File: src/rtl/serial_subtractor.sv
// Bit-serial WIDTH-bit subtractor: o = i0 - i1 - bin, LSB first, one full-subtractor step per clock.
// Optional overflow flag is built only when SERIAL_SUB_OVF_EN is defined; otherwise ovf is tied to 0.
module serial_subtractor #(
    parameter int WIDTH = 4
) (
    input  logic             clk,
    input  logic             reset,
    input  logic             start,
    input  logic [WIDTH-1:0] i0,
    input  logic [WIDTH-1:0] i1,
    input  logic             bin,
    output logic             busy,
    output logic             done,
    output logic [WIDTH-1:0] o,
    output logic             bout,
    output logic             ovf
);

    localparam int CW = $clog2(WIDTH);

    // States: IDLE waits for start | SHIFT processes one bit per clock | DONE pulses done, may relaunch
    typedef enum logic [1:0] {
        S_IDLE  = 2'd0,
        S_SHIFT = 2'd1,
        S_DONE  = 2'd2
    } state_t;

    state_t           r_state;
    logic [WIDTH-1:0] r_a;
    logic [WIDTH-1:0] r_b;
    logic [WIDTH-1:0] r_r;
    logic [WIDTH-1:0] r_o;
    logic [CW-1:0]    r_cnt;
    logic             r_borrow;
    logic             r_busy;
    logic             r_done;
    logic             r_bout;

    logic             w_d;
    logic             w_borrow_nxt;
    logic             w_last;

    assign w_d          = r_a[0] ^ r_b[0] ^ r_borrow;
    assign w_borrow_nxt = (~r_a[0] & r_b[0]) | (~(r_a[0] ^ r_b[0]) & r_borrow);
    assign w_last       = (r_cnt == CW'(WIDTH - 1));

    always_ff @(posedge clk) begin
        if (reset) begin
            r_state  <= S_IDLE;
            r_a      <= '0;
            r_b      <= '0;
            r_r      <= '0;
            r_o      <= '0;
            r_cnt    <= '0;
            r_borrow <= 1'b0;
            r_busy   <= 1'b0;
            r_done   <= 1'b0;
            r_bout   <= 1'b0;
        end else begin
            case (r_state)
                S_IDLE, S_DONE: begin
                    r_done <= 1'b0;
                    if (start) begin
                        r_a      <= i0;
                        r_b      <= i1;
                        r_borrow <= bin;
                        r_cnt    <= '0;
                        r_busy   <= 1'b1;
                        r_state  <= S_SHIFT;
                    end else begin
                        r_state <= S_IDLE;
                    end
                end
                S_SHIFT: begin
                    r_a      <= r_a >> 1;
                    r_b      <= r_b >> 1;
                    r_borrow <= w_borrow_nxt;
                    r_r      <= {w_d, r_r[WIDTH-1:1]};
                    r_cnt    <= r_cnt + CW'(1);
                    if (w_last) begin
                        r_o     <= {w_d, r_r[WIDTH-1:1]};
                        r_bout  <= w_borrow_nxt;
                        r_done  <= 1'b1;
                        r_busy  <= 1'b0;
                        r_state <= S_DONE;
                    end
                end
                default: begin
                    r_state <= S_IDLE;
                    r_busy  <= 1'b0;
                    r_done  <= 1'b0;
                end
            endcase
        end
    end

`ifdef SERIAL_SUB_OVF_EN
    logic r_ovf;

    // On the last step r_borrow is the borrow into the MSB
    always_ff @(posedge clk) begin
        if (reset) begin
            r_ovf <= 1'b0;
        end else if (r_state == S_SHIFT && w_last) begin
            r_ovf <= w_borrow_nxt ^ r_borrow;
        end
    end

    assign ovf = r_ovf;
`else
    assign ovf = 1'b0;
`endif

    assign busy = r_busy;
    assign done = r_done;
    assign o    = r_o;
    assign bout = r_bout;

endmodule

File: config.mk
export PLATFORM = sky130hd
export DESIGN_NAME = serial_subtractor
export DESIGN_NICKNAME = d
export VERILOG_FILES = /design/src/rtl/serial_subtractor.sv
export SDC_FILE = /design/constraint.sdc
export NUM_CORES = 1
export LEC_CHECK = 0
export CORE_ASPECT_RATIO = 1.75
export CORE_MARGIN = 2
export CORE_UTILIZATION = 25
export CTS_CLUSTER_SIZE = 30
export DETAILED_ROUTE_END_ITERATION = 8
export PLACE_DENSITY = 0.53
export SYNTH_ARGS = -nofsm -noshare
export SYNTH_HDL_FRONTEND = slang
export SYNTH_SLANG_ARGS = --single-unit
File: constraint.sdc
create_clock -name clk -period 2.1 [get_ports clk]
set_input_delay 0.63 -clock clk [delete_from_list [all_inputs] [get_ports clk]]
set_output_delay 0.63 -clock clk [all_outputs]
set_load 0.02 [all_outputs]
# After elaboration in Yosys (flattened, before gate mapping)

Index checks and enable logic that the tools add are counted.

Register bits after elaboration: 24
Input port bits: 12
Output and inout bits: 8
Word-level logic and storage cells: 45

Add/subtract/negate cells: 1
Equality and inequality tests: 5
Multiplexer cells: 14
Bitwise logic cells: 8
Reductions and logical operators: 7

Operators by type and width:

| kind                                                                  | number |
|---|---|
| 4-bit one-hot mux with 2 select lines                                 | 2 |
| 4-bit two-way mux                                                     | 2 |
| 2-bit one-hot mux with 2 select lines                                 | 2 |
| 2-bit AND reduction                                                   | 3 |
| 2-bit equality test, second input constant                            | 2 |
| 1-bit two-way mux                                                     | 4 |
| 2-bit two-way mux                                                     | 2 |
| 2-bit != test, second input constant                                  | 2 |
| 1-bit one-hot mux with 2 select lines                                 | 2 |
| 2-bit OR reduction                                                    | 2 |
| 1-bit inverter                                                        | 3 |
| 2-bit by 1-bit adder with 2-bit output, second input constant         | 1 |
| 1-bit AND                                                             | 2 |
| 2-bit by 1-bit equality test with 1-bit output, second input constant | 1 |
| 2-bit zero test                                                       | 1 |
| 2-bit nonzero test                                                    | 1 |
| 1-bit XOR                                                             | 2 |
| 1-bit OR                                                              | 1 |

# Longest topological paths before layout

Depth after elaboration: 5
Mapped depth: 5
Gate-level depth less buffers: 4

# Worst setup path before layout

No wires, ideal clock.

Kind: input to register
Start point: input start
End point: register r_b[1]
Setup time: 0.088 ns
Arrival: 1.203 ns
Required time: 2.012 ns
Slack: 0.808 ns
Stages: 4
Buffers on the path: 1
Cell sequence: nor2b_1 buf_2 nand2_1 a311oi_2

Longest elaborated chain between the ends: 2

RTL lines:

| what                          | line | RTL |
|---|---|---|
| start: declaration            | 8    | `input logic start,` |
| 2-bit != test (no line)       | -    |  |
| 2-bit AND reduction (no line) | -    |  |
| end signal: assignment        | 65   | `r_b <= i1;` |
| end signal: assignment        | 76   | `r_b <= r_b >> 1;` |
| end: declaration              | 30   | `logic [WIDTH-1:0] r_b;` |

No other way between the ends.
A chain may end at the register's enable or synchronous reset.

# Worst setup path in the final report

Start point: register r_bout (netlist: bout)
End point: output bout

RTL lines:

| what                     | line | RTL |
|---|---|---|
| start: declaration       | 37   | `logic r_bout;` |
| start signal: assignment | 82   | `r_bout <= w_borrow_nxt;` |
| end: declaration         | 15   | `output logic bout,` |

No word-level cell between the ends.

==> impl_metrics.json <==
{
  "synthTopCellsByArea": "dfxtp_1 47%, nand2_1 9.5%, a311oi_2 7.6%, a21oi_1 6.6%, nand3_1 4.6%",
  "cpMaxStageDelayCell": "clkdlybuf4s50_1",
  "max_cap_viol_count": 0,
  "floorplan.initialDensity_pct": 25.7,
  "max-vdd-ir-drop_uv": 258,
  "grt_pass1_vias": 714,
  "nets": 144,
  "worst_slack_ns": 0.265,
  "cts_made_buffers": 3,
  "routedWlPerCell_um": 10.4,
  "antenna_found_initial": 0,
  "drt_iter0_markers": 28,
  "clkSlewWorstSetupHoldPaths_ns": 0.08,
  "preCtsSetupSlack_ns": 0.191,
  "synth_area_sq_um": 985,
  "die_h_um": 87.0,
  "crit_chain": "clkdlybuf4s50_1",
  "yosys_register_bits": 23,
  "h-tree-depth": 1,
  "final_cell_mix": "25 x nand2_1, 23 x dfxtp_1, 18 x clkdlybuf4s50_1, 13 x a21oi_1",
  "grt_pass1_wl_mm": 3.08,
  "setup_violations": 0,
  "drv_slew": 0,
  "num_vias": 807,
  "io_buffers": 18,
  "postCtsResizedCells": 0,
  "layout_commonest_cell": "nand2_1",
  "synth_cells": 113,
  "path_buf_inv": 1,
  "crit_fanout": 2,
  "rsz0062_at_grt": "false",
  "netlist-cell-type-count": 26,
  "num-fill-cells": 437,
  "worstSetupPathType": "register to output pin",
  "p_clk_share_pct": 30.5,
  "clock_latency_ns": 0.26,
  "rows": 30,
  "critPathCaptureType": "output pin",
  "core_region_area_sq_um": 3830,
  "finalClockSkew_ns": 0.00373,
  "p_comb_share_pct": 14.8,
  "die_x_um": 51.4,
  "total_power_mw": 0.867,
  "ioPinCount": 20,
  "slowest_delay_ns": 0.60,
  "synth_area_leader_cell": "dfxtp_1",
  "drive_gt1_share_pct": 10.9,
  "num_antenna_cells": 0,
  "syn_nets": 127,
  "dieArea_sq_um": 4480,
  "hold_buffers": 0,
  "fin_crit_sh_pct": 87.4,
  "worstHoldPathType": "register to register",
  "dr.pass1.iters": 4,
  "grt_max_degree": 24,
  "seq_area_sq_um": 460,
  "via_per_inst": 4.56,
  "min_period_ns": 1.83,
  "cp_top_family": "buffers and inverters",
  "ant_nets": 0,
  "clockBufferDepth": 2,
  "p_leak_nw": 0.427,
  "overflow": 0,
  "p_switching_mw": 0.215,
  "hold_violations": 0,
  "cts_tree": "built",
  "grt.total_usage_pct": 9.08,
  "routed_wl_mm": 1.84,
  "worst_setup_path_start_kind": "register",
  "required_ns": 1.47,
  "drc": 0,
  "gp_congestion": 0.713,
  "multiInputGateArea_sq_um": 449,
  "dp_hpwl_mm": 1.36,
  "sw_frac_of_total_pct": 24.8,
  "synth_warnings": 0,
  "pwr_density_cell_nw_per_um2": 703,
  "syn_area_per_cell_sq_um": 8.71,
  "syn2layout_area_growth_pct": 25.3,
  "fmax_mhz": 545,
  "power_frac_seq_pct": 54.7,
  "cts-root-buf": "clkbuf_8",
  "synth_top_area_share_pct": 46.8,
  "final_cell_count_no_fill": 177,
  "critical_path_arrival_ns": 1.20,
  "finalSetupTns_ns": 0,
  "power.internal_mw": 0.652,
  "placed_cells": 173,
  "cts.sinks": 23,
  "status": "completed",
  "seq_area_frac_synth_pct": 46.8,
  "post_cts_buffers": 0
}
## tightest hold or removal path: stages, from the launching register on
cell and delay, ns:
dfxtp_1 0.31, nand2_1 0.05, a21oi_1 0.05
## path summary, 6_finish.rpt
check             startpoint  endpoint  slack, ns  cells past startpoint
setup reg to reg  r_state[1]    r_a[2]       0.80                      4
hold / removal          o[2]      o[2]       0.46                      2
hold reg to reg         o[2]      o[2]       0.46                      2
setup / recovery        bout      bout       0.27                      1
## registers in the layout, indices dropped and copies added (netlist names)
register / count
bout: 1
r_cnt: 2
o: 4
done: 1
r_a: 4
r_r: 3
r_state: 2
r_borrow: 1
busy: 1
r_b: 4
## metrics by stage
stage | utilization [%] | instance area (sq um) | hold slack [ns]
CTS | 32.2 | 1230 | 0.463
finish | 32.2 | 1230 | 0.456
global route | 32.2 | 1230 | 0.478
global placement | 31.0 | 1190 | 0.444
floorplan | - | 985 | 0.437
detailed placement | 31.0 | 1190 | 0.451
## layer usage
| metal | global-route usage [%] | wire, um | part of all wire, % | vias up |
|---|---|---|---|---|
| li1 | - | - | - | 409 |
| met2 | 16.0 | 953 | 52 | 18 |
| met4 | 4.31 | 26 | 1.4 | 0 |
| met5 | 0 | 0 | 0 | - |
| met3 | 2.06 | 84 | 4.6 | 2 |
| met1 | 10.0 | 773 | 42 | 378 |
## synth_stat cells (all sizes together)
master / n
a21oi: 14
a2bb2oi: 1
a311oi: 7
and2b: 1
buf: 9
clkbuf: 1
conb: 1
dfxtp: 23
fa: 1
ha: 1
inv: 2
nand2: 25
nand2b: 3
nand3: 9
nand3b: 1
nor2: 9
nor2b: 1
nor3: 1
nor3b: 1
o21a: 1
o21ai: 1
## power by group through the flow
stage | Clock (mW) | Sequential [mW] | Combinational, mW
5_1_grt | 0.291 | 0.478 | 0.144
3_3_place_gp | 0 | 0.484 | 0.128
6_report | 0.264 | 0.474 | 0.129
3_5_place_dp | 0 | 0.485 | 0.131
4_1_cts | 0.276 | 0.474 | 0.131
2_1_floorplan | 0 | 0.483 | 0.0943
## cells by family (layout without fill, tap and decap cells)
logic type / Yosys count / in the layout / synth area share [%]
AOI/OAI and AO/OA: 24 / 24 / 19.1
buffers and inverters: 12 / 28 / 7.62
adders and majority gates: 2 / 2 / 3.30
other: 1 / 1 / 0.381
and+or+nand+nor: 51 / 51 / 22.9
DFF: 23 / 23 / 46.8
## layout make-up
cell class,instances,share of cell area (%)
Clock buffer,3,3.35
Clock inverter,1,0.406
Multi-Input combinational cell,78,36.4
Sequential cell,23,37.3
Tap cell,48,4.87
Timing Repair Buffer,22,17.0
Inverter,2,0.609
(Power assumes the default switching activity.)
==> variant 1 (same flow settings) <==
Re-encode `state_t` (3 states) as one-hot, 3 bits wide.
--- a/src/rtl/serial_subtractor.sv
+++ b/src/rtl/serial_subtractor.sv
@@ -21,6 +21,6 @@
     // States: IDLE waits for start | SHIFT processes one bit per clock | DONE pulses done, may relaunch
-    typedef enum logic [1:0] {
-        S_IDLE  = 2'd0,
-        S_SHIFT = 2'd1,
-        S_DONE  = 2'd2
+    typedef enum logic [2:0] {
+        S_IDLE  = 3'b001,
+        S_SHIFT = 3'b010,
+        S_DONE  = 3'b100
     } state_t;
Behaviour: same outputs for any inputs over 10 cycles, from zero or initial values and one cycle with reset high; not proved beyond that.
==> variant 1 against the unedited design <==
Area after synthesis is 9.9% higher; final area is 9.0% higher; wire length is 35% higher; via count is 14% higher; sequential cell count is 1 higher; worst setup slack worse by 25 ps; power is 18% higher; largest cell class is now multi-input gates; highest routed layer unchanged.
==> variant 1: results <==
export IMPL_status="complete, no violations"
export IMPL_grt_pass1_vias=936
export IMPL_reg2reg_depth=3
export IMPL_grt_pass1_wl_um=4188
export IMPL_synthTopCellsByArea="dfxtp_1 (44%), nand2_1 (6.9%), o41ai_1 (4.9%), a21oi_1 (4.2%), mux2i_1 (3.7%)"
export IMPL_p_clk_w=0.000407
export IMPL_holdWs_ps=465.7
export IMPL_r2r_slack_ps=470
export IMPL_hold_start="r_r[1]"
export IMPL_synth_xor_area_share_pct=0.8092
export IMPL_grt_use_total_pct=11.08
export IMPL_dpl_cell_count=175
export IMPL_comb_power_share_pct=12.1
export IMPL_dp_hpwl_um=1777
export IMPL_avgSynthCellArea_um2=9.330
export IMPL_place_gp_congestion=0.7217
export IMPL_drt_iter0_markers=17
export IMPL_synthAdderAreaFrac_pct=3.006
export IMPL_switchingPower_w=0.0002325
export IMPL_min_path_cells=2
export IMPL_synth_compound_area_share_pct=20.46
export IMPL_crit_path_start="done"
export IMPL_ys_seq_area_share_pct=44.39
export IMPL_fillers=448
export IMPL_worstSetupEndpoint="done"
export IMPL_crit_arrival_ps=1230
export IMPL_p_leak_nw=0.4680
export IMPL_p_total_w=0.001023
export IMPL_cts_setup_buffers=0
export IMPL_antenna_found_initial=0
export IMPL_hp_class="reg2reg"
export IMPL_via_count=922
export IMPL_fin_crit_sh_pct=88.58
export IMPL_nets=145
export IMPL_synth_commonest_cells="dfxtp_1 (24), nand2_1 (20), a21oi_1 (9)"
export IMPL_synth_cell_types=33
export IMPL_synthesis_nets=130
export IMPL_finClkSkew_ps=4.508
export IMPL_cts_inserted_buffers=3
export IMPL_placed_area_um2=1274
export IMPL_vias_per_cell=5.151
export IMPL_vdd_ir_drop_max_uv=451.8
export IMPL_grt_max_degree=21
export IMPL_r2r_end="r_a[0]"
export IMPL_drive_gt1_share_pct=10.77
export IMPL_min_delay_worst_endpoint="r_r[1]"
export IMPL_place_worst_setup_slack_ps=8.685
variant 1: cell count changes after synthesis, moves of 4 or more:
| cell | before | now |
|---|---|---|
| a311oi_2 | 5 | 1 |
| mux2i_1 | 0 | 4 |
| o41ai_1 | 0 | 6 |
| a31oi_1 | 0 | 6 |
| a21oi_1 | 13 | 9 |
| nand3_1 | 9 | 0 |
| o211ai_1 | 0 | 4 |
| nand2_1 | 25 | 20 |
variant 1: area by class of cell:
type / count / area [um^2] / area share [%]
Clock inverter: 1 / 30.03 / 2.233
Sequential cell: 24 / 480.5 / 35.72
Inverter: 3 / 11.26 / 0.8372
Multi-Input combinational cell: 79 / 525.5 / 39.07
Clock buffer: 3 / 41.29 / 3.070
Tap cell: 49 / 61.31 / 4.558
Timing Repair Buffer: 20 / 195.2 / 14.51
variant 1: routing by layer:
layer	part of all wire [%]	global-route usage, %	vias up
li1	-	-	439
met1	43	13.66	449
met2	51	18.50	30
met3	4.6	1.809	4
met4	1.3	4.060	0
met5	0	0	-
==> variant 2 (same settings) <==
Without the edit above. `WIDTH`: 4 -> 8.
--- a/src/rtl/serial_subtractor.sv
+++ b/src/rtl/serial_subtractor.sv
@@ -3,3 +3,3 @@
 module serial_subtractor #(
-    parameter int WIDTH = 4
+    parameter int WIDTH = 8
 ) (
Ports: changed (resized i0, i1 and o); port bits go from 20 to 32. No check against the original RTL was run, so the function may have changed too.
==> variant 2 against the unedited design <==
Clock power grew to 2.6 times the old value; largest cell class unchanged; area after synthesis grew 65%; hold slack got worse by 2.2 ps; synthesized cell count grew 74%; sequential cell count increased by 17; final area is 72% higher; non-clock buffer count is 16 higher; power increased by 96%; worst setup slack worse by 34 ps; wire length rose by 94%.
==> variant 2: results <==
export IMPL_top_layer_used="met4"
export IMPL_htreeDepth=2
export IMPL_clkTransAtPathRegs_ps=70
export IMPL_ys_seq_area_share_pct=49.42
export IMPL_synthesis_nets=220
export IMPL_synth_cell_types=23
export IMPL_hp_class="reg2reg"
export IMPL_place_worst_setup_slack_ps=137.3
export IMPL_grt_pass1_wl_um=6272
export IMPL_crit_family="buffers and inverters"
export IMPL_drt_iter0_markers=72
export IMPL_antenna_found_initial=0
export IMPL_drt_met1_wl_um=1577
export IMPL_status="complete, no violations"
export IMPL_cts_root_buf="clkbuf_8"
export IMPL_grt_use_total_pct=11.10
export IMPL_synth_commonest_cells="nand2_1 (54), dfxtp_1 (40), a21oi_1 (23)"
export IMPL_dp_hpwl_um=2381
export IMPL_fillers=682
export IMPL_reg2reg_depth=4
export IMPL_grt_pass1_vias=1366
export IMPL_crit_arrival_ps=1240
export IMPL_clockBufferDepth=2
export IMPL_place_gp_congestion=0.7050
export IMPL_p_leak_nw=0.7551
export IMPL_ctsResizeCount=0
export IMPL_clkLatencyLatePin_ps=290
export IMPL_nets=248
export IMPL_vdd_ir_drop_max_uv=499.3
export IMPL_cts_inserted_buffers=5
export IMPL_min_path_cells=2
export IMPL_finClkSkew_ps=4.973
export IMPL_route_met2_wl_um=1762
export IMPL_cts_setup_buffers=0
export IMPL_vias_per_cell=4.562
export IMPL_synthFlopType="dfxtp_1"
export IMPL_met3_length_um=140
export IMPL_yosysWarnings=0
export IMPL_grt_max_degree=41
export IMPL_port_buffers=30
export IMPL_drive_gt1_share_pct=7.080
export IMPL_synthTopCellsByArea="dfxtp_1 (49%), nand2_1 (13%), a311oi_1 (8.1%), a21oi_1 (7.1%), nand3_1 (4.3%)"
export IMPL_finalWirelength_um=3565
## variant 2: cell count changes in the layout (fill, tap and decap cells not counted), sizes merged, moves of 4 or more
cell           change
nand3              +5
clkbuf             +4
a21oi              +9
nand2             +29
nor2               +8
dfxtp             +17
buf                +4
clkdlybuf4s50     +12
a311oi             +8
## variant 2: stage by stage
stage / cells / instance area [um^2]
floorplan: 197 / 1620
global placement: 298 / 1999
detailed placement: 298 / 1999
CTS: 306 / 2126
global route: 306 / 2126
finish: 306 / 2126
## variant 2: final cells by class
type / instances / share of cell area (%)
flip-flops and latches: 40 / 37.67
repair buffers: 38 / 18.13
clock inverters: 1 / 1.413
inverters: 2 / 0.3531
clock buffers: 7 / 4.532
multi-input cells: 138 / 33.20
well taps: 80 / 4.709
## variant 2: path summary, 6_finish.rpt
path | from | to | slack (ps)
hold / removal | o[3] | o[3] | 450
setup reg to reg | r_state[0] | o[0] | 750
setup / recovery | bout | bout | 230
hold reg to reg | o[3] | o[3] | 450
## variant 2: routing by layer
layer | up-vias | track usage [%]
met5 | - | 0
met4 | 0 | 5.532
met3 | 6 | 3.157
met2 | 32 | 17.59
met1 | 640 | 13.44
li1 | 718 | -
## variant 2: where the power goes
group	internal (W)	leakage (nW)	switching, W
Sequential	0.000797	0.327	0.0000226
Combinational	0.0000944	0.364	0.000106
Clock	0.000419	0.0645	0.000257
Total	0.00131	0.755	0.000385
## variant 2: cell families after synthesis
family	Yosys count	share of synthesized area, %
AO/OA/AOI/OAI	41	16.53
adder cells (fa/ha/maj)	3	2.780
buffers and inverters	19	7.027
flip-flops	40	49.42
other	1	0.2314
AND/OR/NAND/NOR	93	24.02
## variant 2: worst reg2reg max path: cells and delay by family (launching register included)
| kind | cells | cell delay (ps) |
|---|---|---|
| buffers and inverters | 1 | 230 |
| AND/OR/NAND/NOR | 2 | 500 |
| flip-flops | 1 | 440 |
| AO/OA/AOI/OAI | 1 | 120 |
